--- src/rtl/alu_ctrl.sv ---
// -----------------------------------------------------------------------------
// alu_ctrl : instruction issue / writeback controller for the registered ALU.
//
// Accepts 16-bit instruction words over a valid/ready handshake, reads the
// operands from an internal register file, presents opcode and operands to
// the ALU for one cycle, then writes the ALU's registered result (or the LI
// immediate) back to the destination register. One instruction retires every
// three cycles; the next accept may coincide with the done pulse.
//
// Instruction format:
//   [15:12] op   (0..7 ALU ops, 8 = LI, 9..15 illegal)
//   [11:9]  rd   [8:6] rs   [5:3] rt   [8:0] imm9 (LI only, zero-extended)
//
// Ports:
//   clk       in   system clock, rising edge
//   rst       in   asynchronous active-high reset
//   in_valid  in   instruction word valid
//   in_ready  out  controller can accept an instruction (registered)
//   in_instr  in   instruction word, sampled only at the accept edge
//   alu_op    out  opcode to ALU, 4'hF = no-op/hold (registered)
//   alu_a     out  ALU operand A (registered)
//   alu_b     out  ALU operand B (registered)
//   alu_out   in   registered ALU result, valid during the WB cycle
//   done      out  one-cycle pulse, instruction retired (registered)
//   err       out  illegal opcode seen (registered)
//   dbg_addr  in   register-file debug read address
//   dbg_data  out  combinational read of rf[dbg_addr], 0 for r0
//
// Build option:
//   ALU_CTRL_ILLEGAL_TRAP_EN - when defined, an illegal opcode sets err sticky,
//   suppresses its done pulse and parks the controller (in_ready = 0) until
//   rst. When undefined, an illegal opcode is a 3-cycle NOP with a one-cycle
//   err pulse coincident with done.
// -----------------------------------------------------------------------------
module alu_ctrl #(
    parameter int N    = 16,
    parameter int REGS = 8
) (
    input  logic         clk,
    input  logic         rst,
    input  logic         in_valid,
    output logic         in_ready,
    input  logic [15:0]  in_instr,
    output logic [3:0]   alu_op,
    output logic [N-1:0] alu_a,
    output logic [N-1:0] alu_b,
    input  logic [N-1:0] alu_out,
    output logic         done,
    output logic         err,
    input  logic [2:0]   dbg_addr,
    output logic [N-1:0] dbg_data
);

    // Register index width; indices wrap modulo REGS by dropping upper bits.
    localparam int AW = (REGS > 1) ? $clog2(REGS) : 1;

    localparam logic [3:0] OP_LI  = 4'h8;
    localparam logic [3:0] OP_NOP = 4'hF;

    typedef enum logic [1:0] {
        IDLE  = 2'd0,
        ISSUE = 2'd1,
        WB    = 2'd2
    } state_t;

    state_t         state;
    logic [N-1:0]   rf [REGS];
    logic [3:0]     op_q;
    logic [AW-1:0]  rd_q;
    logic [N-1:0]   imm_q;
`ifdef ALU_CTRL_ILLEGAL_TRAP_EN
    logic           trapped;
`endif

    // Decoded fields of the incoming word (only used at the accept edge).
    logic [3:0]     in_op;
    logic [AW-1:0]  in_rd;
    logic [AW-1:0]  in_rs;
    logic [AW-1:0]  in_rt;
    logic           in_is_alu;
    logic [N-1:0]   rs_val;
    logic [N-1:0]   rt_val;
    logic [N-1:0]   imm_ext;
    logic [AW-1:0]  dbg_idx;

    // Instruction field extraction and operand / debug reads of the register file.
    always_comb begin
        in_op     = in_instr[15:12];
        in_rd     = in_instr[9 +: AW];
        in_rs     = in_instr[6 +: AW];
        in_rt     = in_instr[3 +: AW];
        in_is_alu = (in_op[3] == 1'b0);
        imm_ext   = N'(in_instr[8:0]);
        dbg_idx   = dbg_addr[AW-1:0];
        // r0 is never written, but force zero explicitly so reads never depend on it.
        if (in_rs == '0) begin
            rs_val = '0;
        end else begin
            rs_val = rf[in_rs];
        end
        if (in_rt == '0) begin
            rt_val = '0;
        end else begin
            rt_val = rf[in_rt];
        end
        if (dbg_idx == '0) begin
            dbg_data = '0;
        end else begin
            dbg_data = rf[dbg_idx];
        end
    end

    // Controller FSM: accept / issue / writeback with registered outputs and register file.
    always_ff @(posedge clk or posedge rst) begin
        if (rst) begin
            state    <= IDLE;
            in_ready <= 1'b0;
            alu_op   <= OP_NOP;
            alu_a    <= '0;
            alu_b    <= '0;
            done     <= 1'b0;
            err      <= 1'b0;
            op_q     <= 4'h0;
            rd_q     <= '0;
            imm_q    <= '0;
`ifdef ALU_CTRL_ILLEGAL_TRAP_EN
            trapped  <= 1'b0;
`endif
            for (int i = 0; i < REGS; i++) begin
                rf[i] <= '0;
            end
        end else begin
            done <= 1'b0;
`ifndef ALU_CTRL_ILLEGAL_TRAP_EN
            err  <= 1'b0;
`endif
            case (state)
                IDLE: begin
                    if (in_valid && in_ready) begin
                        op_q     <= in_op;
                        rd_q     <= in_rd;
                        imm_q    <= imm_ext;
                        in_ready <= 1'b0;
                        state    <= ISSUE;
                        if (in_is_alu) begin
                            alu_op <= in_op;
                            alu_a  <= rs_val;
                            alu_b  <= rt_val;
                        end else begin
                            // LI and illegal ops never drive the ALU.
                            alu_op <= OP_NOP;
                        end
                    end else begin
                        // Also raises in_ready on the first edge after reset release.
`ifdef ALU_CTRL_ILLEGAL_TRAP_EN
                        in_ready <= ~trapped;
`else
                        in_ready <= 1'b1;
`endif
                    end
                end
                ISSUE: begin
                    // The ALU captures op/operands at this edge; return it to hold.
                    alu_op <= OP_NOP;
                    state  <= WB;
                end
                WB: begin
                    state <= IDLE;
                    if (op_q[3] == 1'b0) begin
                        if (rd_q != '0) begin
                            rf[rd_q] <= alu_out;
                        end
                        done     <= 1'b1;
                        in_ready <= 1'b1;
                    end else if (op_q == OP_LI) begin
                        if (rd_q != '0) begin
                            rf[rd_q] <= imm_q;
                        end
                        done     <= 1'b1;
                        in_ready <= 1'b1;
                    end else begin
                        err <= 1'b1;
`ifdef ALU_CTRL_ILLEGAL_TRAP_EN
                        trapped  <= 1'b1;
                        in_ready <= 1'b0;
`else
                        done     <= 1'b1;
                        in_ready <= 1'b1;
`endif
                    end
                end
                default: begin
                    state    <= IDLE;
                    in_ready <= 1'b0;
                    alu_op   <= OP_NOP;
                end
            endcase
        end
    end

endmodule

--- config.mk ---
export PLATFORM = sky130hd
export DESIGN_NAME = alu_ctrl
export DESIGN_NICKNAME = d
export VERILOG_FILES = /design/src/rtl/alu_ctrl.sv
export SDC_FILE = /design/constraint.sdc
export NUM_CORES = 1
export LEC_CHECK = 0
export CAP_MARGIN = 0
export CORE_UTILIZATION = 45
export DETAILED_ROUTE_END_ITERATION = 6
export PLACE_DENSITY = 0.65
export SYNTH_ARGS = -nofsm -noshare
export SYNTH_HDL_FRONTEND = slang
export SYNTH_SLANG_ARGS = --single-unit
--- constraint.sdc ---
create_clock -name clk -period 13.42 [get_ports clk]
set_clock_uncertainty 0.2 [all_clocks]
set_input_delay 3.355 -clock clk [delete_from_list [all_inputs] [get_ports clk]]
set_output_delay 3.355 -clock clk [all_outputs]
set_load 0.02 [all_outputs]
==> reports/results.txt, run 1 <==
worst path arrival time = 6460 ps
synthesized area = 0.00919 sq mm
post-synthesis sequential area ratio = 0.461
RSZ-0062 raised after global routing = false
Met3 Wirelength = 1780 um
hold path depth = 2
clock transition at the registers of the reported paths = 60 ps
CTS tree = built
XOR/XNOR Fraction of Synth Area = 0
final hold slack = 272 ps
CP Buf/Inv Count = 3
Top delay family on crit path = buffers and inverters
drt wl/cell = 24.5 um
fin crit period = 10010 ps
largest net degree at the start of global routing = 88
row cnt = 51
IO buf count = 92
setup TNS = 0 ps
vias in the first global route = 7028
largest family of logic cells by synthesized area = multiplexers
ratio of cells with drive above 1 in the final layout = 0.300
io pins = 93
PD cells = 229 mW/mm^2
Clk Latency, worst-skew pair = 430 ps
Yosys reg bits = 169
Max Slew Vio Count = 0
Root Driver = clkbuf_16
PostCTS Resize Cnt = 0
cell count after synthesis = 749
syn nets = 787
CP Max Fanout = 33
cts hold-fix bufs = 0
Mapped Avg Cell Area = 12.3 sq um
Die Y = 145 um
WL met2 = 13100 um
CP endpoint = dbg_data[15]
fin nets = 851
worst-margin pin slew = 1160 ps
Num CTS Buffers = 17
Leakage = 4.64 nW
Clock power frac = 0.223
max_cap viols = 0
nature of the critical path startpoint = input port
worst r2r dst = alu_a[10]$_DFFE_PP0P_
initial antenna violation count = 0
first-pass GRT wire length = 41300 um
DRC = 0
vias per inst = 6.23
setup bufs post-CTS = 0
Overall Global Routing Usage = 0.271
Netlist cell types = 38
final cell count without fillers = 1091
Worst path max stage delay = 1040 ps
top sig layer = met4
H-tree levels = 4
origin of the critical flop-to-flop path = state[0]$_DFFE_PP0N_
Crit. End Element = output port
met1 WL = 11200 um
Post-Synth Adder-Cell Area = 0
clock buffer depth = 2
Rel. slew slack = 0.223
Worst EP required = 9860 ps
Die Span X = 145 um
Sequential Power Share = 0.393
vias = 6799
Crit Path Class = input port to output port
DRT antenna net count = 0
CP startpoint = dbg_addr[1]
Hold Crit Class = flip-flop to flip-flop
FF-to-FF setup slack = 10680 ps
GPL Wtd Cong = 0.828
Synth Area in Simple Gates = 0.0527
FF/Latch Area = 0.00423 sq mm
mux share of post-synthesis cell area = 0.317
crit-path most repeated cell = clkdlybuf4s50_1
warnings from Yosys = 0
Layout area overhead = 18.9%
antenna cell count = 0
grt total ovfl = 0
Setup-failing EPs final = 0
# fillers = 1652
Tcrit/Tclk final = 0.746
Switching Fraction = 0.352
VDD IR max = 0.104 mV
Synth Area in Compound Gates = 0.129
critical path, cell by cell = clkdlybuf4s50_1 -> buf_4 -> nor2b_2 -> a22oi_1 -> o21ai_0 -> clkdlybuf4s50_1
area of the multi-input gates = 0.00461 sq mm
Int Pwr = 1.63 mW
core footprint = 0.0197 sq mm
CP max stage cell = nor2b_2
Peak Freq = 99.9 MHz
Logic pwr share = 0.384
initial core utilization = 0.466
status = complete, no violations
dpl hpwl = 15400 um
drt pass-1 iters = 5
TritonCTS Sinks = 169
Inst Count DP = 1059
Crit path depth = 6
full die area = 0.0210 sq mm
Initial DRC Count = 516
Net Sw Power = 881 uW
worst-case reg-to-reg path depth = 6
Final Hold Vio Count = 0
WL final = 26700 um
==> metal layers <==
metal  global-route usage  vias to the layer above
li1                     -                     2947
met1                0.349                     3504
met2                0.452                      300
met3               0.0507                       48
met4                0.101                        0
met5                    0                        -
==> layout make-up <==
type                            count  share of cell area
Inverter                           19             0.00699
Clock inverter                      7              0.0173
Sequential cell                   169               0.388
Timing Repair Buffer              106              0.0926
Tap cell                          265              0.0304
Multi-Input combinational cell    500               0.422
Clock buffer                       25              0.0435
==> layout by cell type (no fill, tap or decap), drive strengths merged <==
master         count
mux2             169
dfrtp            165
clkdlybuf4s50     89
mux2i             60
a21oi             48
nand2             47
o22a              31
a31oi             30
a22oi             29
clkbuf            25
inv               19
mux4              18
a221oi            17
buf               17
nor2b             14
bufinv             6
nand2b             5
nor3b              5
dfstp              4
o21ai              3
nor2               3
o31ai              3
and4b              2
nand3              2
and2               2
a211o              2
a2bb2oi            2
and4bb             1
nand4bb            1
o31a               1
nand4              1
nand4b             1
o311a              1
o21bai             1
o21a               1
clkinv             1
==> worst reg2reg max path, cell delays in order, from the launching register on <==
cell and delay, ps:
dfrtp_1 460, nand4bb_1 210, buf_4 240, inv_1 750, buf_4 470, a21oi_1 140
a31oi_1 180
==> synthesized netlist by cell type <==
cell type / instances / area share
o21ai_0: 3 / 0.0016
mux2_2: 169 / 0.21
dfstp_2: 4 / 0.011
o31ai_1: 2 / 0.0016
a2bb2oi_1: 2 / 0.0019
o31ai_4: 1 / 0.0023
buf_2: 31 / 0.017
a221oi_1: 17 / 0.016
and4bb_2: 1 / 0.0014
o311a_1: 1 / 0.0011
and4b_1: 2 / 0.0022
o22a_1: 31 / 0.030
nor3b_2: 1 / 0.0014
mux4_2: 18 / 0.044
clkbuf_1: 25 / 0.010
nor2_1: 3 / 0.0012
nand3_2: 2 / 0.0022
o21a_1: 1 / 0.00082
nand2_1: 47 / 0.019
nor3b_1: 2 / 0.0016
o21bai_1: 1 / 0.00082
a22oi_1: 29 / 0.024
nand4bb_1: 1 / 0.0012
a31oi_1: 30 / 0.020
a211o_1: 2 / 0.0019
nand4_2: 1 / 0.0014
nand2b_1: 5 / 0.0034
inv_1: 19 / 0.0078
and2_1: 2 / 0.0014
buf_6: 4 / 0.0049
mux2i_1: 60 / 0.065
o31a_1: 1 / 0.00095
dfrtp_1: 165 / 0.45
a21oi_1: 48 / 0.026
nor3b_4: 2 / 0.0041
nand4b_4: 1 / 0.0026
nor2b_1: 14 / 0.0095
buf_4: 1 / 0.00082
==> sequential cells by signal, summed over array words and instances, names as in the netlist <==
signal / count
in_ready: 1
err: 1
done: 1
rf: 112
imm_q: 9
alu_a: 16
rd_q: 3
state: 2
alu_b: 16
alu_op: 4
op_q: 4
==> worst min path at each step <==
| stage | start | slack [ps] | endpoint |
|---|---|---|---|
| detailed placement | imm_q[1]$_DFFE_PP0P_ | 260 | imm_q[1]$_DFFE_PP0P_ |
| floorplan | imm_q[0]$_DFFE_PP0P_ | 240 | imm_q[0]$_DFFE_PP0P_ |
| finish | imm_q[1]$_DFFE_PP0P_ | 270 | imm_q[1]$_DFFE_PP0P_ |
| CTS | imm_q[1]$_DFFE_PP0P_ | 270 | imm_q[1]$_DFFE_PP0P_ |
| global route | imm_q[4]$_DFFE_PP0P_ | 300 | imm_q[4]$_DFFE_PP0P_ |
| global placement | imm_q[1]$_DFFE_PP0P_ | 250 | imm_q[1]$_DFFE_PP0P_ |
==> power by group through the flow <==
stage          clock, mW  combinational [mW]  sequential [mW]
6_report           0.559               0.963            0.985
5_1_grt            0.587                1.04             1.02
4_1_cts            0.565               0.965            0.977
3_5_place_dp           0               0.958            0.985
3_3_place_gp           0               0.941            0.966
2_1_floorplan          0               0.608            0.984
==> through the flow <==
stage,utilization,cell area [sq um],total power [mW],worst slack [ps]
2_1_floorplan,-,9190,1.59,5200
3_3_place_gp,0.520,10300,1.91,3500
3_5_place_dp,0.520,10300,1.94,3460
4_1_cts,0.554,10900,2.51,3460
5_1_grt,0.554,10900,2.65,3320
6_report,0.554,10900,2.51,3410
==> cells by family after synthesis <==
kind of cell | count (synthesis)
multiplexers | 247
buffers and inverters | 80
AO/OA/AOI/OAI | 169
flip-flops | 169
AND/OR/NAND/NOR | 84
No activity file was read; power rests on OpenSTA's default activity.
==> run 2, diff against run 1 <==
==> constraint.sdc (replaced) <==
create_clock -name clk -period 10.35 [get_ports clk]
set_clock_uncertainty 0.2 [all_clocks]
set_input_delay 2.5875 -clock clk [delete_from_list [all_inputs] [get_ports clk]]
set_output_delay 2.5875 -clock clk [all_outputs]
set_load 0.02 [all_outputs]
==> reports/results.txt, run 2 (synthesized netlist as in run 1, its figures left out) <==
worst path arrival time = 5250 ps
Die Y = 145 um
core footprint = 0.0197 sq mm
initial antenna violation count = 0
clock buffer depth = 2
antenna cell count = 0
io pins = 93
ratio of cells with drive above 1 in the final layout = 0.305
PostCTS Resize Cnt = 0
DRC = 0
TritonCTS Sinks = 169
GPL Wtd Cong = 0.809
first-pass GRT wire length = 41700 um
row cnt = 51
CP max stage cell = nor2b_1
setup bufs post-CTS = 0
Layout area overhead = 18.8%
VDD IR max = 0.156 mV
largest net degree at the start of global routing = 106
Worst EP required = 7560 ps
vias = 6838
status = complete, no violations
Largest register FFs = 112
Final Hold Vio Count = 0
fin crit period = 8040 ps
drt wl/cell = 24.9 um
Crit Path Class = input port to output port
Clk Latency, worst-skew pair = 430 ps
CTS tree = built
setup TNS = 0 ps
biggest regs = rf x112, alu_a x16, alu_b x16
Max Slew Vio Count = 0
Overall Global Routing Usage = 0.274
Peak Freq = 124 MHz
Initial DRC Count = 544
nature of the critical path startpoint = input port
RSZ-0062 raised after global routing = false
Worst path max stage delay = 740 ps
fin nets = 849
crit-path most repeated cell = clkdlybuf4s50_1
IO buf count = 92
Most flops, register = rf
CP Max Fanout = 10
cts hold-fix bufs = 0
H-tree levels = 4
# fillers = 1606
area of the multi-input gates = 0.00460 sq mm
Design Power = 3.26 mW
drt pass-1 iters = 5
worst-margin pin slew = 1270 ps
clock transition at the registers of the reported paths = 60 ps
grt total ovfl = 0
DRT antenna net count = 0
dpl hpwl = 15800 um
Crit. End Element = output port
most common cell after layout, fill and taps aside = mux2_2
WL final = 27100 um
Die Span X = 145 um
vias per inst = 6.28
Util after Layout = 0.553
FF/Latch Area = 0.00423 sq mm
Setup-failing EPs final = 0
max_cap viols = 0
final cell count without fillers = 1089
PD cells = 298 mW/mm^2
most frequent cells in the layout = mux2_2, dfrtp_1, clkdlybuf4s50_1
critical path, cell by cell = clkdlybuf4s50_1 -> nor2b_1 -> buf_4 -> a22oi_1 -> o21ai_0 -> clkdlybuf4s50_1
vias in the first global route = 7176
Top delay family on crit path = buffers and inverters
Leakage = 4.64 nW
Inst Count DP = 1057
CP Buf/Inv Count = 3
full die area = 0.0210 sq mm
Root Driver = clkbuf_16
Tcrit/Tclk final = 0.777
Num CTS Buffers = 17
Rel. slew slack = 0.155
initial core utilization = 0.466
Hold Crit Class = flip-flop to flip-flop
-- run 2: worst paths after layout --
check / start / to / slack (ps) / cells after the start
max in group asynchronous: rst / rf[76]$_DFFE_PP0P_ / 5960 / 3
min reg2reg: imm_q[7]$_DFFE_PP0P_ / imm_q[7]$_DFFE_PP0P_ / 270 / 2
min: imm_q[7]$_DFFE_PP0P_ / imm_q[7]$_DFFE_PP0P_ / 270 / 2
min in group asynchronous: rst / rf[24]$_DFFE_PP0P_ / 2550 / 2
max reg2reg: state[0]$_DFFE_PP0N_ / alu_b[5]$_DFFE_PP0P_ / 7560 / 6
max: dbg_addr[1] / dbg_data[15] / 2310 / 6
-- run 2: worst min-delay path, cell delays in order, from the launching register on --
cell     delay [ps]
dfrtp_1         340
nand2_1          50
nand2_1          60
-- run 2: layer usage --
metal | vias to the layer above | GRT usage | part of all wire
met4 | 0 | 0.125 | 0.034
li1 | 2959 | - | -
met5 | - | 0 | 0
met3 | 71 | 0.0421 | 0.051
met1 | 3549 | 0.345 | 0.42
met2 | 259 | 0.464 | 0.49
-- run 2: report_power, final --
part / internal (mW) / switching [mW] / leakage, nW
logic: 0.660 / 0.595 / 2.23
registers: 0.980 / 0.301 / 2.08
clock network: 0.454 / 0.267 / 0.333
total: 2.09 / 1.16 / 4.64
-- run 2: stage by stage --
stage	hold slack, ps	instance area, sq um	worst slack (ps)
6_report	274	10900	2310
5_1_grt	300	10900	2360
4_1_cts	275	10900	2360
3_5_place_dp	258	10200	2350
3_3_place_gp	252	10200	2400
2_1_floorplan	240	9190	2990
-- run 2: layout make-up --
type / instances / share of cell area
Clock inverter: 11 / 0.0175
Timing Repair Buffer: 104 / 0.0913
Sequential cell: 169 / 0.388
Inverter: 19 / 0.00699
Tap cell: 265 / 0.0304
Clock buffer: 21 / 0.0440
Multi-Input combinational cell: 500 / 0.422
